File: config.mk
export PLATFORM = sky130hd
export DESIGN_NAME = mips_mc_ctrl
export DESIGN_NICKNAME = d
export VERILOG_FILES = /design/src/rtl/mips_mc_ctrl.sv
export SDC_FILE = /design/constraint.sdc
export NUM_CORES = 1
export LEC_CHECK = 0
export CAP_MARGIN = 30
export CORE_ASPECT_RATIO = 1.25
export CORE_MARGIN = 5
export CORE_UTILIZATION = 40
export CTS_CLUSTER_DIAMETER = 50
export CTS_CLUSTER_SIZE = 14
export DETAILED_ROUTE_END_ITERATION = 16
export GPL_ROUTABILITY_DRIVEN = 0
export PLACE_DENSITY_LB_ADDON = 0.08
export SYNTH_ARGS = -nofsm -noshare
export SYNTH_HDL_FRONTEND = slang
export SYNTH_SLANG_ARGS = --single-unit
export TNS_END_PERCENT = 20
File: constraint.sdc
create_clock -name clk -period 4.4 [get_ports clk]
set_clock_uncertainty 0.1 [all_clocks]
set_input_delay 0.66 -clock clk [delete_from_list [all_inputs] [get_ports clk]]
set_output_delay 0.66 -clock clk [all_outputs]
set_load 0.01 [all_outputs]
File: src/rtl/mips_mc_ctrl.sv
// Multi-cycle MIPS control unit.
// The state register advances once per instruction step. The control outputs
// are decoded from the current state and the few live inputs. They are forced
// to zero while reset is held, so that an aborted instruction cannot emit a
// write pulse.
//
// Memory handshake: an access is offered for as long as the FSM sits in FETCH,
// MEMRD or MEMWR. It completes in the first cycle in which mem_ready is 1, and
// the FSM leaves that state on the following edge. mem_ready is ignored in all
// other states.
module mips_mc_ctrl (
    input  logic       clk,
    input  logic       rst,
    input  logic [5:0] opcode,
    input  logic [5:0] funct,
    input  logic       zero,
    input  logic       mem_ready,
    output logic       pc_en,
    output logic       iord,
    output logic       mem_read,
    output logic       mem_write,
    output logic       ir_write,
    output logic       reg_write,
    output logic       alusrca,
    output logic       illegal_op,
    output logic [1:0] regdst_sel,
    output logic [1:0] memtoreg_sel,
    output logic [1:0] alusrcb_sel,
    output logic [1:0] pcsrc_sel,
    output logic [1:0] alu_op,
    output logic [3:0] state
);

    localparam logic [5:0] OP_RTYPE = 6'h00;
    localparam logic [5:0] OP_J     = 6'h02;
    localparam logic [5:0] OP_JAL   = 6'h03;
    localparam logic [5:0] OP_BEQ   = 6'h04;
    localparam logic [5:0] OP_BNE   = 6'h05;
    localparam logic [5:0] OP_ADDI  = 6'h08;
    localparam logic [5:0] OP_LW    = 6'h23;
    localparam logic [5:0] OP_SW    = 6'h2B;
    localparam logic [5:0] FN_JR    = 6'h08;

    typedef enum logic [3:0] {
        S_FETCH  = 4'd0,
        S_DECODE = 4'd1,
        S_MEMADR = 4'd2,
        S_MEMRD  = 4'd3,
        S_MEMWB  = 4'd4,
        S_MEMWR  = 4'd5,
        S_EXEC   = 4'd6,
        S_ALUWB  = 4'd7,
        S_ADDIEX = 4'd8,
        S_ADDIWB = 4'd9,
        S_BRANCH = 4'd10,
        S_JUMP   = 4'd11,
        S_JAL    = 4'd12,
        S_JR     = 4'd13
    } state_t;

    state_t state_q;

    assign state = state_q;

    // State register with next-state selection; reset always lands in FETCH.
    always_ff @(posedge clk) begin
        if (rst) begin
            state_q <= S_FETCH;
        end else begin
            case (state_q)
                S_FETCH:  state_q <= mem_ready ? S_DECODE : S_FETCH;
                S_DECODE: begin
                    case (opcode)
                        OP_LW, OP_SW:   state_q <= S_MEMADR;
                        OP_RTYPE:       state_q <= S_EXEC;
                        OP_ADDI:        state_q <= S_ADDIEX;
                        OP_BEQ, OP_BNE: state_q <= S_BRANCH;
                        OP_J:           state_q <= S_JUMP;
                        OP_JAL:         state_q <= S_JAL;
                        default:        state_q <= S_FETCH;
                    endcase
                end
                S_MEMADR: state_q <= (opcode == OP_SW) ? S_MEMWR : S_MEMRD;
                S_MEMRD:  state_q <= mem_ready ? S_MEMWB : S_MEMRD;
                S_MEMWB:  state_q <= S_FETCH;
                S_MEMWR:  state_q <= mem_ready ? S_FETCH : S_MEMWR;
                S_EXEC:   state_q <= (funct == FN_JR) ? S_JR : S_ALUWB;
                S_ALUWB:  state_q <= S_FETCH;
                S_ADDIEX: state_q <= S_ADDIWB;
                S_ADDIWB: state_q <= S_FETCH;
                S_BRANCH: state_q <= S_FETCH;
                S_JUMP:   state_q <= S_FETCH;
                S_JAL:    state_q <= S_FETCH;
                S_JR:     state_q <= S_FETCH;
                default:  state_q <= S_FETCH;
            endcase
        end
    end

    // Control decode from the current state. Everything idles at zero, and reset overrides all of it.
    always_comb begin
        pc_en        = 1'b0;
        iord         = 1'b0;
        mem_read     = 1'b0;
        mem_write    = 1'b0;
        ir_write     = 1'b0;
        reg_write    = 1'b0;
        alusrca      = 1'b0;
        illegal_op   = 1'b0;
        regdst_sel   = 2'b00;
        memtoreg_sel = 2'b00;
        alusrcb_sel  = 2'b00;
        pcsrc_sel    = 2'b00;
        alu_op       = 2'b00;
        if (!rst) begin
            case (state_q)
                S_FETCH: begin
                    // PC+4 is written together with the instruction word, only when the fetch completes.
                    mem_read    = 1'b1;
                    alusrcb_sel = 2'b01;
                    ir_write    = mem_ready;
                    pc_en       = mem_ready;
                end
                S_DECODE: begin
                    // Branch target is precomputed here, while the register file is being read.
                    alusrcb_sel = 2'b11;
                    case (opcode)
                        OP_LW, OP_SW, OP_RTYPE, OP_ADDI,
                        OP_BEQ, OP_BNE, OP_J, OP_JAL: illegal_op = 1'b0;
                        default:                      illegal_op = 1'b1;
                    endcase
                end
                S_MEMADR: begin
                    alusrca     = 1'b1;
                    alusrcb_sel = 2'b10;
                end
                S_MEMRD: begin
                    iord     = 1'b1;
                    mem_read = 1'b1;
                end
                S_MEMWB: begin
                    reg_write    = 1'b1;
                    memtoreg_sel = 2'b01;
                end
                S_MEMWR: begin
                    iord      = 1'b1;
                    mem_write = 1'b1;
                end
                S_EXEC: begin
                    alusrca = 1'b1;
                    alu_op  = 2'b10;
                end
                S_ALUWB: begin
                    reg_write  = 1'b1;
                    regdst_sel = 2'b01;
                end
                S_ADDIEX: begin
                    alusrca     = 1'b1;
                    alusrcb_sel = 2'b10;
                end
                S_ADDIWB: begin
                    reg_write = 1'b1;
                end
                S_BRANCH: begin
                    // bne takes the branch when the operands differ, so it inverts the zero flag.
                    alusrca   = 1'b1;
                    alu_op    = 2'b01;
                    pcsrc_sel = 2'b01;
                    pc_en     = zero ^ (opcode == OP_BNE);
                end
                S_JUMP: begin
                    pcsrc_sel = 2'b10;
                    pc_en     = 1'b1;
                end
                S_JAL: begin
                    // The link address (PC+4) goes to $31 on the same edge that the PC takes the target.
                    pcsrc_sel    = 2'b10;
                    pc_en        = 1'b1;
                    reg_write    = 1'b1;
                    regdst_sel   = 2'b10;
                    memtoreg_sel = 2'b10;
                end
                S_JR: begin
                    pcsrc_sel = 2'b11;
                    pc_en     = 1'b1;
                end
                default: begin
                    pc_en = 1'b0;
                end
            endcase
        end
    end

endmodule

# Yosys cells after proc, flatten, opt, wreduce, memory -nomap -nowiden
# Cells that the tools add are included.
[op_classes]
n_eq_ne = 21
mux = 34
n_bitwise = 1
n_reduce_logical = 12
[op_table]
columns = ["op", "n"]
rows = [
  ["4-bit one-hot mux with 7 select lines", 1],
  ["4-bit == test (second input constant)", 6],
  ["4-bit one-hot mux with 6 select lines", 1],
  ["1-bit 2-to-1 mux", 17],
  ["4-bit by 3-bit == test with 1-bit output (second input constant)", 4],
  ["6-bit by 2-bit == test with 1-bit output (second input constant)", 2],
  ["6-bit by 3-bit == test with 1-bit output (second input constant)", 2],
  ["6-bit by 4-bit == test with 1-bit output (second input constant)", 2],
  ["6-bit == test (second input constant)", 2],
  ["2-bit one-hot mux with 2 select lines", 3],
  ["2-bit one-hot mux with 3 select lines", 2],
  ["2-bit OR reduction", 6],
  ["2-bit 2-to-1 mux", 5],
  ["3-bit 2-to-1 mux", 3],
  ["4-bit by 2-bit == test with 1-bit output (second input constant)", 2],
  ["4-bit OR reduction", 2],
  ["8-bit OR reduction", 1],
  ["6-bit zero test", 1],
  ["4-bit by 1-bit == test with 1-bit output (second input constant)", 1],
  ["4-bit zero test", 1],
  ["4-bit 2-to-1 mux", 1],
  ["1-bit one-hot mux with 3 select lines", 1],
  ["3-bit OR reduction", 1],
  ["1-bit bitwise XOR", 1],
]
[word_totals]
ff_bits = 4

# Logic depth before layout (Yosys ltp)
# Gate-level depths: netlist of run 1.
[depth]
word_depth = 5
depth_mapped = 6

# Least setup slack after synthesis of run 1
# No wires, ideal clock.
[synth_timing]
kind = "input-to-output"
start = "input opcode[1]"
end = "output pc_en"
arrival_time_ps = 1874
required_ps = 3640
path_slack_ps = 1766
path_stages = 5
cell_sequence = "buf_6 or4b_4 nor2_4 a211oi_2 o41ai_2"
[synth_between]
elab_chain_cells = 4
[synth_lines]
columns = ["element", "line_no", "text"]
rows = [
  ["from (decl)", "14", "input logic [5:0] opcode,"],
  ["6-bit by 3-bit == test with 1-bit output", "169", "pc_en = zero ^ (opcode == OP_BNE);"],
  ["1-bit bitwise XOR", "169", ""],
  ["1-bit one-hot mux with 3 select lines", "116", "case (state_q)"],
  ["1-bit 2-to-1 mux", "115", "if (!rst) begin"],
  ["to (decl)", "18", "output logic pc_en,"],
]
# Every way passes these cells.

# Worst setup path in the final report of run 1
# Same ends and word-level chain as after synthesis.

==> results of run 1 <==
==> cells by family after synthesis <==
kind of cell           after synthesis  share of synthesized area
AO/OA/AOI/OAI                       26                      0.247
XOR/XNOR                             2                     0.0235
buffers and inverters               13                     0.0906
flip-flops                           4                      0.107
AND/OR/NAND/NOR                     65                      0.532
==> synth_stat cells (2+ instances only) <==
| library cell | instances | area share |
|---|---|---|
| nand3_1 | 2 | 0.013 |
| dfxtp_1 | 4 | 0.11 |
| buf_6 | 2 | 0.030 |
| o21ai_0 | 3 | 0.020 |
| o31a_1 | 2 | 0.023 |
| and3b_1 | 2 | 0.023 |
| buf_2 | 3 | 0.020 |
| nor4b_1 | 3 | 0.035 |
| nor3b_1 | 3 | 0.030 |
| clkbuf_1 | 6 | 0.030 |
| nor2_1 | 13 | 0.065 |
| nand2_1 | 5 | 0.025 |
| nand2b_1 | 6 | 0.050 |
| nor2b_1 | 4 | 0.034 |
| or4_1 | 2 | 0.020 |
| nor3_1 | 8 | 0.054 |
| nand3b_1 | 2 | 0.020 |
| nor4_1 | 4 | 0.034 |
| a21oi_1 | 7 | 0.047 |
| a31oi_1 | 5 | 0.042 |
==> power groups by stage <==
| stage | logic, mW | clock network (mW) | registers [mW] |
|---|---|---|---|
| final | 0.0562 | 0.0443 | 0.0431 |
| after CTS | 0.0565 | 0.0453 | 0.0432 |
| after floorplan | 0.0325 | 0 | 0.0396 |
| after detailed placement | 0.0562 | 0 | 0.0436 |
| after global placement | 0.0552 | 0 | 0.0436 |
| after global routing | 0.0608 | 0.0476 | 0.0438 |
==> cell type report <==
class | count | area (sq um)
clock buffers | 3 | 22.5
multi-input cells | 93 | 598
fillers | 173 | 667
repair buffers | 37 | 370
well taps | 19 | 23.8
inverters | 1 | 3.75
flip-flops and latches | 4 | 80.1
==> worst reg2reg max path: cells and delay by family (launching register included) <==
family / cells / cell delay (ps)
compound gates: 2 / 310
flops: 1 / 680
simple gates: 2 / 730
==> layer usage <==
metal  vias up  share of wire  GRT usage
li1        477              -          -
met1       439           0.44      0.206
met2        24           0.51      0.285
met3         0          0.048     0.0334
met4         0              0     0.0346
met5         -              0          0
==> how the worst max path moves through the flow <==
| stage | to | slack (ps) | depth (start not counted) |
|---|---|---|---|
| floorplan | pc_en | 1770 | 5 |
| global placement | pc_en | 760 | 6 |
| detailed placement | pc_en | 670 | 6 |
| CTS | pc_en | 670 | 6 |
| global route | pc_en | 580 | 6 |
| finish | pc_en | 700 | 6 |
==> metrics by stage <==
step	area (sq um)	std cells	hold slack, ps	total power [mW]
2_1_floorplan	746	110	746	0.0721
3_3_place_gp	1080	154	735	0.0987
3_5_place_dp	1080	154	758	0.0998
4_1_cts	1100	157	766	0.145
5_1_grt	1100	157	855	0.152
6_report	1100	157	778	0.144
==> results.toml, run 1 <==
[outcome]
outcome = "finished, final reports clean"

[power_and_ir_drop]
p_leak_nw = 0.354
ir_drop_v = 0.000137
p_int_uw = 99.6
power_density_mw_per_mm2 = 131
power_frac_clock = 0.308
p_switching_uw = 44.0
seq_power_share = 0.300
swShare = 0.307
p_comb_frac = 0.391

[critical_path]
crit_buf_inv = 2
path_max_fanout = 9
worst_ep_required_time_ps = 3640
rr_startpoint = "state[1]$_SDFF_PP0_"
crit_family = "buffers and inverters"
reg2reg_slack_ps = 2520
cpMostUsedCell = "clkdlybuf4s50_1"
setup.worst_path.start = "opcode[1]"
worst_setup_path_end_kind = "primary output"
slowest_stage = "or4b_4"
crit_path_cell_trace = "clkdlybuf4s50_1 -> or4b_4 -> nor2_4 -> a211oi_2 -> o41ai_2 -> clkdlybuf4s50_1"
crit_type = "input pin to primary output"
critPathMaxStageDelay_ps = 620
r2r_cells = 4
worst_setup_path_start_kind = "input pin"
r2r-end = "state[2]$_SDFF_PP0_"
cp.arrival_ps = 2940

[timing]
finalWorstSetupSlack_ps = 696
finalSetupTns_ps = 0
finalSetupViolations = 0
drv_slew = 0
slew_headroom = 0.515
hold_violations = 0
max_freq_mhz = 270
max_slew.worst_pin.slew_ps = 726
finalCritPeriodShare = 0.842
rsz0062_at_grt = "no"
fin_crit_ps = 3700

[layout]
final_cell_mix = "37 x clkdlybuf4s50_1, 13 x nor2_1, 8 x nor3_1"
utilization = 0.622
finalNetCount = 156
diodes = 0
syn2layout_area_growth_pct = 47.3
largest_register_ffs = 4
final_common_cell = "clkdlybuf4s50_1"
drive_gt1_frac = 0.0725

[yosys]
synth_edf_count = 0
syn_area_sq_um = 746
ys.flop_type = "dfxtp_1"
synth_cells = 110
yosysSeqAreaShare = 0.107
synth_cell_types = 44
yosys_warnings = 0
synthesis.nets = 126
syn_avg_cell_area_sq_um = 6.78
ys_seq_elements = 4
async_flop_share = 0

[drt]
routedWlPerCell_um = 14.8
firstDrtPassIters = 4
ant_nets = 0
detail_route.wirelength_um = 2320
drtIter0Drc = 15
drc = 0
routed-via-count = 940
viasPerCell = 5.99

[clocking]
cts.reportedPaths.clkPinSlew_ps = 40
ctsResizeCount = 0
htree_num_levels = 1
cts_hold_buf = 0
cts_buffer_depth = 2
clkLatencyLatePin_ps = 230
cts.sinks = 4
cts_root_buf = "clkbuf_4"
postCtsSetupBuffers = 0
cts_made_buffers = 3
cts_tree = "done"

[global_route]
grt_pass1_wl_um = 3880
grt-ovfl-total = 0
grt_util_all_layers = 0.164
antenna_found_initial = 0
grt_pass1_vias = 829
grt_max_degree = 26

[min_path]
min_from = "state[3]$_SDFF_PP0_"
hp-class = "flop to flop"
min_delay_path_depth = 2
min_to = "state[0]$_SDFF_PP0_"

[placed_design]
pre_cts_ws_ps = 673
hpwl_um = 1800
io_buffers = 37

[floorplan]
rows = 17
die_x_um = 48.6
initial_utilization = 0.422
ios = 38
die_height_um = 58.3
fp.coreArea_sq_mm = 0.00177
die_area_sq_mm = 0.00283

[flow_run]
maxCapViolations = 0
Note: power is estimated with default switching activity, not from simulation.
==> inputs of run 2 (changes only) <==
--- a/config.mk
+++ b/config.mk
@@ -8,7 +8,7 @@
 export CAP_MARGIN = 30
 export CORE_ASPECT_RATIO = 1.25
 export CORE_MARGIN = 5
-export CORE_UTILIZATION = 40
+export CORE_UTILIZATION = 39
 export CTS_CLUSTER_DIAMETER = 50
 export CTS_CLUSTER_SIZE = 14
 export DETAILED_ROUTE_END_ITERATION = 16
==> constraint.sdc (replaced) <==
create_clock -name clk -period 3.6 [get_ports clk]
set_clock_uncertainty 0.1 [all_clocks]
set_input_delay 0.54 -clock clk [delete_from_list [all_inputs] [get_ports clk]]
set_output_delay 0.54 -clock clk [all_outputs]
set_load 0.01 [all_outputs]
==> results.toml, run 2 (synthesis results as in run 1) <==
[floorplan]
fp.coreArea_sq_mm = 0.00179
die_area_sq_mm = 0.00289
rows = 17
die_height_um = 58.9
ios = 38
initial_utilization = 0.417
die_x_um = 49.1

[layout]
final_cell_mix = "37 x clkdlybuf4s50_1, 13 x nor2_1, 8 x nor3_1"
syn2layout_area_growth_pct = 50.3
drive_gt1_frac = 0.0922
diodes = 0
final_common_cell = "clkdlybuf4s50_1"
finalNetCount = 159
final_cells = 160
largest_register_ffs = 4
final_area_sq_mm = 0.00112

[drt]
drc = 0
routed-via-count = 918
ant_nets = 0
detail_route.wirelength_um = 2310
drtIter0Drc = 37
firstDrtPassIters = 4
viasPerCell = 5.74
routedWlPerCell_um = 14.5

[min_path]
hp-class = "flop to flop"
min_from = "state[3]$_SDFF_PP0_"

[clocking]
cts.reportedPaths.clkPinSlew_ps = 40
cts_hold_buf = 0
cts_root_buf = "clkbuf_4"
cts_tree = "done"
cts_buffer_depth = 2
cts.sinks = 4
postCtsSetupBuffers = 0
cts_made_buffers = 3
htree_num_levels = 1
clkLatencyLatePin_ps = 230
ctsResizeCount = 0

[placed_design]
dp_cells = 157
post_dp_cell_area_sq_mm = 0.00110
hpwl_um = 1870
io_buffers = 37

[timing]
finalSetupViolations = 0
whs_ps = 744
finalSetupTns_ps = 0
max_freq_mhz = 301
drv_slew = 0
max_slew.worst_pin.slew_ps = 717
hold_violations = 0
slew_headroom = 0.521
rsz0062_at_grt = "no"
fin_crit_ps = 3330
finalCritPeriodShare = 0.924

[critical_path]
crit_type = "input pin to primary output"
cp.arrival_ps = 2690
worst_setup_path_end_kind = "primary output"
worst_ep_required_time_ps = 2960
setup.worst_path.start = "opcode[5]"
worst_setup_path_start_kind = "input pin"
rr_startpoint = "state[1]$_SDFF_PP0_"
path_max_fanout = 8

[global_route]
grt_max_degree = 26
grt_pass1_vias = 874
grt-ovfl-total = 0
grt_pass1_wl_um = 4060
antenna_found_initial = 0
grt_util_all_layers = 0.169

[power_and_ir_drop]
power_density_mw_per_mm2 = 159
p_leak_nw = 0.368
ir_drop_v = 0.000236

[outcome]
outcome = "finished, final reports clean"

[flow_run]
maxCapViolations = 0
## run 2: cell count changes in the layout (fill, tap and decap cells not counted), sizes merged
cell	change
buf	+3
## run 2: final timing paths
| kind | to | slack, ps | depth (start not counted) |
|---|---|---|---|
| setup / recovery | pc_en | 270 | 6 |
| hold / removal | state[0]$_SDFF_PP0_ | 740 | 2 |
| setup reg to reg | state[2]$_SDFF_PP0_ | 1730 | 4 |
| hold reg to reg | state[0]$_SDFF_PP0_ | 740 | 2 |
## run 2: area by class of cell
class | count | area [sq um]
well taps | 19 | 23.8
clock buffers | 3 | 22.5
flip-flops and latches | 4 | 80.1
repair buffers | 40 | 393
fillers | 179 | 666
inverters | 1 | 3.75
multi-input cells | 93 | 598
## run 2: worst max-delay path: stages
cell and delay [ps]:
clkdlybuf4s50_1 520, or4b_4 550, nor2_4 120, a211oi_2 80
o41ai_2 290, clkdlybuf4s50_1 590
## run 2: routing by layer
metal	global-route usage	up-vias	routed length, um
met2	0.328	24	1240
met1	0.188	417	941
met3	0.0481	0	131
met4	0.0115	0	0
met5	0	-	0
li1	-	477	-
## run 2: power by group
part	internal (mW)	switching (mW)	total, mW
Sequential	0.0458	0.00676	0.0526
Clock	0.0372	0.0172	0.0544
Combinational	0.0409	0.0305	0.0714
## run 2: metrics by stage
| step | setup WS (ps) | total power, mW | util |
|---|---|---|---|
| 2_1_floorplan | 1210 | 0.0882 | - |
| 3_3_place_gp | 309 | 0.123 | 0.615 |
| 3_5_place_dp | 273 | 0.125 | 0.615 |
| 4_1_cts | 265 | 0.182 | 0.627 |
| 5_1_grt | 151 | 0.192 | 0.627 |
| 6_report | 273 | 0.178 | 0.627 |
==> inputs of run 3 (changes only) <==
--- a/config.mk
+++ b/config.mk
@@ -13,6 +13,7 @@
 export CTS_CLUSTER_SIZE = 14
 export DETAILED_ROUTE_END_ITERATION = 16
 export GPL_ROUTABILITY_DRIVEN = 0
+export MAX_ROUTING_LAYER = met4
 export PLACE_DENSITY_LB_ADDON = 0.08
 export SYNTH_ARGS = -nofsm -noshare
 export SYNTH_HDL_FRONTEND = slang
==> results.toml, run 3 (synthesis results as in run 1) <==
[power_and_ir_drop]
power_uw = 179
seq_power_share = 0.294
swShare = 0.307
ir_drop_v = 0.000236
p_switching_uw = 55.0
p_int_uw = 124
power_density_mw_per_mm2 = 160
p_leak_nw = 0.368
power_frac_clock = 0.308
p_comb_frac = 0.398

[floorplan]
fp.coreArea_sq_mm = 0.00179
die_height_um = 58.9
initial_utilization = 0.417
ios = 38
rows = 17
die_x_um = 49.1
die_area_sq_mm = 0.00289

[flow_run]
maxCapViolations = 0

[clocking]
postCtsSetupBuffers = 0
ctsResizeCount = 0
cts.reportedPaths.clkPinSlew_ps = 40
cts_buffer_depth = 2
cts_hold_buf = 0
clkLatencyLatePin_ps = 240
cts_tree = "done"
htree_num_levels = 1
cts.sinks = 4
cts_root_buf = "clkbuf_4"
cts_made_buffers = 3

[timing]
hold_violations = 0
drv_slew = 0
slew_headroom = 0.516
finalCritPeriodShare = 0.923
finalSetupViolations = 0
max_slew.worst_pin.slew_ps = 724
max_freq_mhz = 301
rsz0062_at_grt = "no"
finalSetupTns_ps = 0
fin_crit_ps = 3320
whs_ps = 749

[critical_path]
crit_type = "input pin to primary output"
worst_setup_path_start_kind = "input pin"
worst_setup_path_end_kind = "primary output"
cpMostUsedCell = "clkdlybuf4s50_1"
critPathMaxStageDelay_ps = 590
cp.arrival_ps = 2680
worst_ep_required_time_ps = 2960
crit_path_cell_trace = "clkdlybuf4s50_1 -> or4b_4 -> nor2_4 -> a211oi_2 -> o41ai_2 -> clkdlybuf4s50_1"
slowest_stage = "clkdlybuf4s50_1"
path_max_fanout = 8

[global_route]
grt_pass1_vias = 871
antenna_found_initial = 0
grt_pass1_wl_um = 4070
grt_util_all_layers = 0.175
grt-ovfl-total = 0
grt_max_degree = 26

[placed_design]
io_buffers = 37
hpwl_um = 1870

[layout]
drive_gt1_frac = 0.0922
fillerInstances = 179
largest_register_ffs = 4
final_common_cell = "clkdlybuf4s50_1"
final_cell_mix = "37 x clkdlybuf4s50_1, 13 x nor2_1, 8 x nor3_1"
diodes = 0
utilization = 0.627
finalNetCount = 159
syn2layout_area_growth_pct = 50.3

[drt]
routedWlPerCell_um = 14.5
ant_nets = 0
drtIter0Drc = 21
routed-via-count = 931
detail_route.wirelength_um = 2310
firstDrtPassIters = 5
drc = 0
viasPerCell = 5.82

[outcome]
outcome = "finished, final reports clean"

[min_path]
hp-class = "flop to flop"
==> run 3: cell counts in the layout (fill, tap and decap cells not counted) <==
No cell type changed its count.
==> run 3: per-stage QoR <==
stage	setup WS (ps)	std cells	instance area (sq um)
2_1_floorplan	1210	110	746
3_3_place_gp	309	157	1100
3_5_place_dp	273	157	1100
4_1_cts	265	160	1120
5_1_grt	151	160	1120
6_report	279	160	1120
==> run 3: worst max-delay path, delay by kind of cell <==
family	cells	cell delay [ps]
buffers and inverters	2	1100
and+or+nand+nor	2	670
AOI/OAI and AO/OA	2	370
==> run 3: layout make-up <==
| class | count | area [sq um] | share of cell area |
|---|---|---|---|
| clock buffers | 3 | 22.5 | 0.0201 |
| inverters | 1 | 3.75 | 0.00335 |
| multi-input cells | 93 | 598 | 0.533 |
| flip-flops and latches | 4 | 80.1 | 0.0714 |
| well taps | 19 | 23.8 | 0.0212 |
| repair buffers | 40 | 393 | 0.350 |
==> run 3: final timing paths <==
kind | start | endpoint | slack, ps | depth (start not counted)
worst max register to register | state[1]$_SDFF_PP0_ | state[2]$_SDFF_PP0_ | 1710 | 4
worst min-delay path | state[3]$_SDFF_PP0_ | state[0]$_SDFF_PP0_ | 750 | 2
worst max-delay path | opcode[5] | pc_en | 280 | 6
worst min register to register | state[3]$_SDFF_PP0_ | state[0]$_SDFF_PP0_ | 750 | 2
==> run 3: power groups by stage <==
stage          Sequential [mW]  Clock [mW]  Combinational (mW)
6_report                0.0527      0.0550              0.0712
5_1_grt                 0.0535      0.0608              0.0777
4_1_cts                 0.0525      0.0578              0.0717
3_5_place_dp            0.0532           0              0.0716
3_3_place_gp            0.0531           0              0.0704
2_1_floorplan           0.0484           0              0.0398
==> run 3: routing by layer <==
metal | global-route usage | vias to the layer above | part of all wire
met1 | 0.188 | 431 | 0.39
met4 | 0.0115 | 0 | 0
li1 | - | 476 | -
met5 | - | - | 0
met3 | 0.0481 | 0 | 0.059
met2 | 0.330 | 24 | 0.55
==> RTL edit, RTL diff (flow settings as in run 2) <==
Reset style: asynchronous (`rst`), changed in one clocked block.
--- a/src/rtl/mips_mc_ctrl.sv
+++ b/src/rtl/mips_mc_ctrl.sv
@@ -63,7 +63,7 @@
     assign state = state_q;
 
     // State register with next-state selection; reset always lands in FETCH.
-    always_ff @(posedge clk) begin
+    always_ff @(posedge clk or posedge rst) begin
         if (rst) begin
             state_q <= S_FETCH;
         end else begin
Check against the original RTL: differs if rst is asserted again (counterexample within 4 cycles, from zero or initial values and one cycle with rst high); with rst held inactive, the same outputs for 10 cycles.
==> RTL edit against run 2 <==
  * Final area is 8.0% lower
  * Sequential cell count stayed put
  * Wire length is 9.6% lower
  * Sequential share of layout area is 2.6 points higher
  * Die area is 11% lower
  * Worst setup slack worse by 0.025 ns
  * Synthesized area is 13% lower
  * Critical endpoint unchanged
  * Largest cell class unchanged
Power is left out: it rests on default switching activity, and per cell area and clock period it moved more than threefold.
==> RTL edit: results (changes against run 2) <==
post-synthesis cell type count 40 (-9.1%); initial drt markers 14 (-62%); Relative slew margins 58.0% (+5.8 points); initial antenna violation count 0 (unchanged); dominant cells by area after synthesis dfrtp_1 (15%), nand2b_1 (5.8%), nor2_1 (5.8%); Primary FF master, synth dfrtp_1; vias in the first global route 793 (-9.3%); largest net degree at the start of global routing 21 (-19%); Worst R2R End state[2]$_DFF_PP0_; status finished clean; reg2reg setup slack 1.52 ns (-0.21 ns); Synth top cells by count nor2_1 (10), o21ai_0 (7), nand2_1 (6), nand2b_1 (6); wire length of the first global-routing pass 3430 um (-15%); cell count of the worst reg-to-reg path 4 (unchanged); worst hold path class in2async; via count 833 (-9.3%); sequential share of the synthesized area 15.4% (+4.7 points); FF-to-FF Start state[1]$_DFF_PP0_; crit-path max FO 8 (unchanged); half-perimeter wire length after detailed placement 1620 um (-13%); drt first pass iters 4 (unchanged); DP Area 1010 sq um (-8.2%); Post-Syn Instances 92 (-16%); Top delay family on crit path buffers and inverters; fraction of layout instances using a drive strength above 1 5.56% (-3.7 points); Reg clk slew, reported paths 0.04 ns (about the same); Non-Filler Instances 144 (-10%); ANT cells 0 (unchanged); count of port buffers added during placement 37 (unchanged); syn nets 108 (-14%); Clock Latency Late Sink 0.24 ns; CP Data Arrival Time 2.71 ns (+0.02 ns); Setup Buffers After CTS 0 (unchanged); Max stage delay on crit path 0.60 ns; origin of the worst setup path opcode[2]; Critical Path End pc_en; drt wl/cell 14.5 um (+0.45%); CTS Buffer Depth 2 (unchanged); max frequency 298 MHz (-0.74%); Filler cells 153 (-15%); async set-or-reset flop fraction in the synthesized netlist 100% (+100 points); Tot GR Track Use 16.8% (-0.12 points); Placement Setup Slack 0.295 ns (+0.0220 ns); htree depth 1 (unchanged)
RTL edit: cell families after synthesis:
family	synth area share [%]
AOI/OAI and AO/OA	25.2
and+or+nand+nor	46.6
muxes	1.73
buffers and inverters	6.94
DFF	15.4
xor gates and xnor gates	4.05
RTL edit: layout make-up:
type	count	area, sq um	share of cell area (%)
flip-flops and latches	4	100	9.71
inverters	3	11.3	1.09
clock buffers	3	22.5	2.18
multi-input cells	79	504	48.9
well taps	18	22.5	2.18
repair buffers	37	370	35.9
RTL edit: through the flow:
step,util (%),hold slack [ns]
floorplan,-,0.233
global placement,63.8,0.685
detailed placement,63.8,0.706
CTS,65.2,0.597
global route,65.2,0.646
finish,65.2,0.601
RTL edit: routing by layer:
metal,track usage (%),routed length (um),vias up
met5,0,0,-
met4,5.28,21,0
met3,2.91,108,4
met2,30.3,1150,24
met1,18.7,811,388
li1,-,-,417
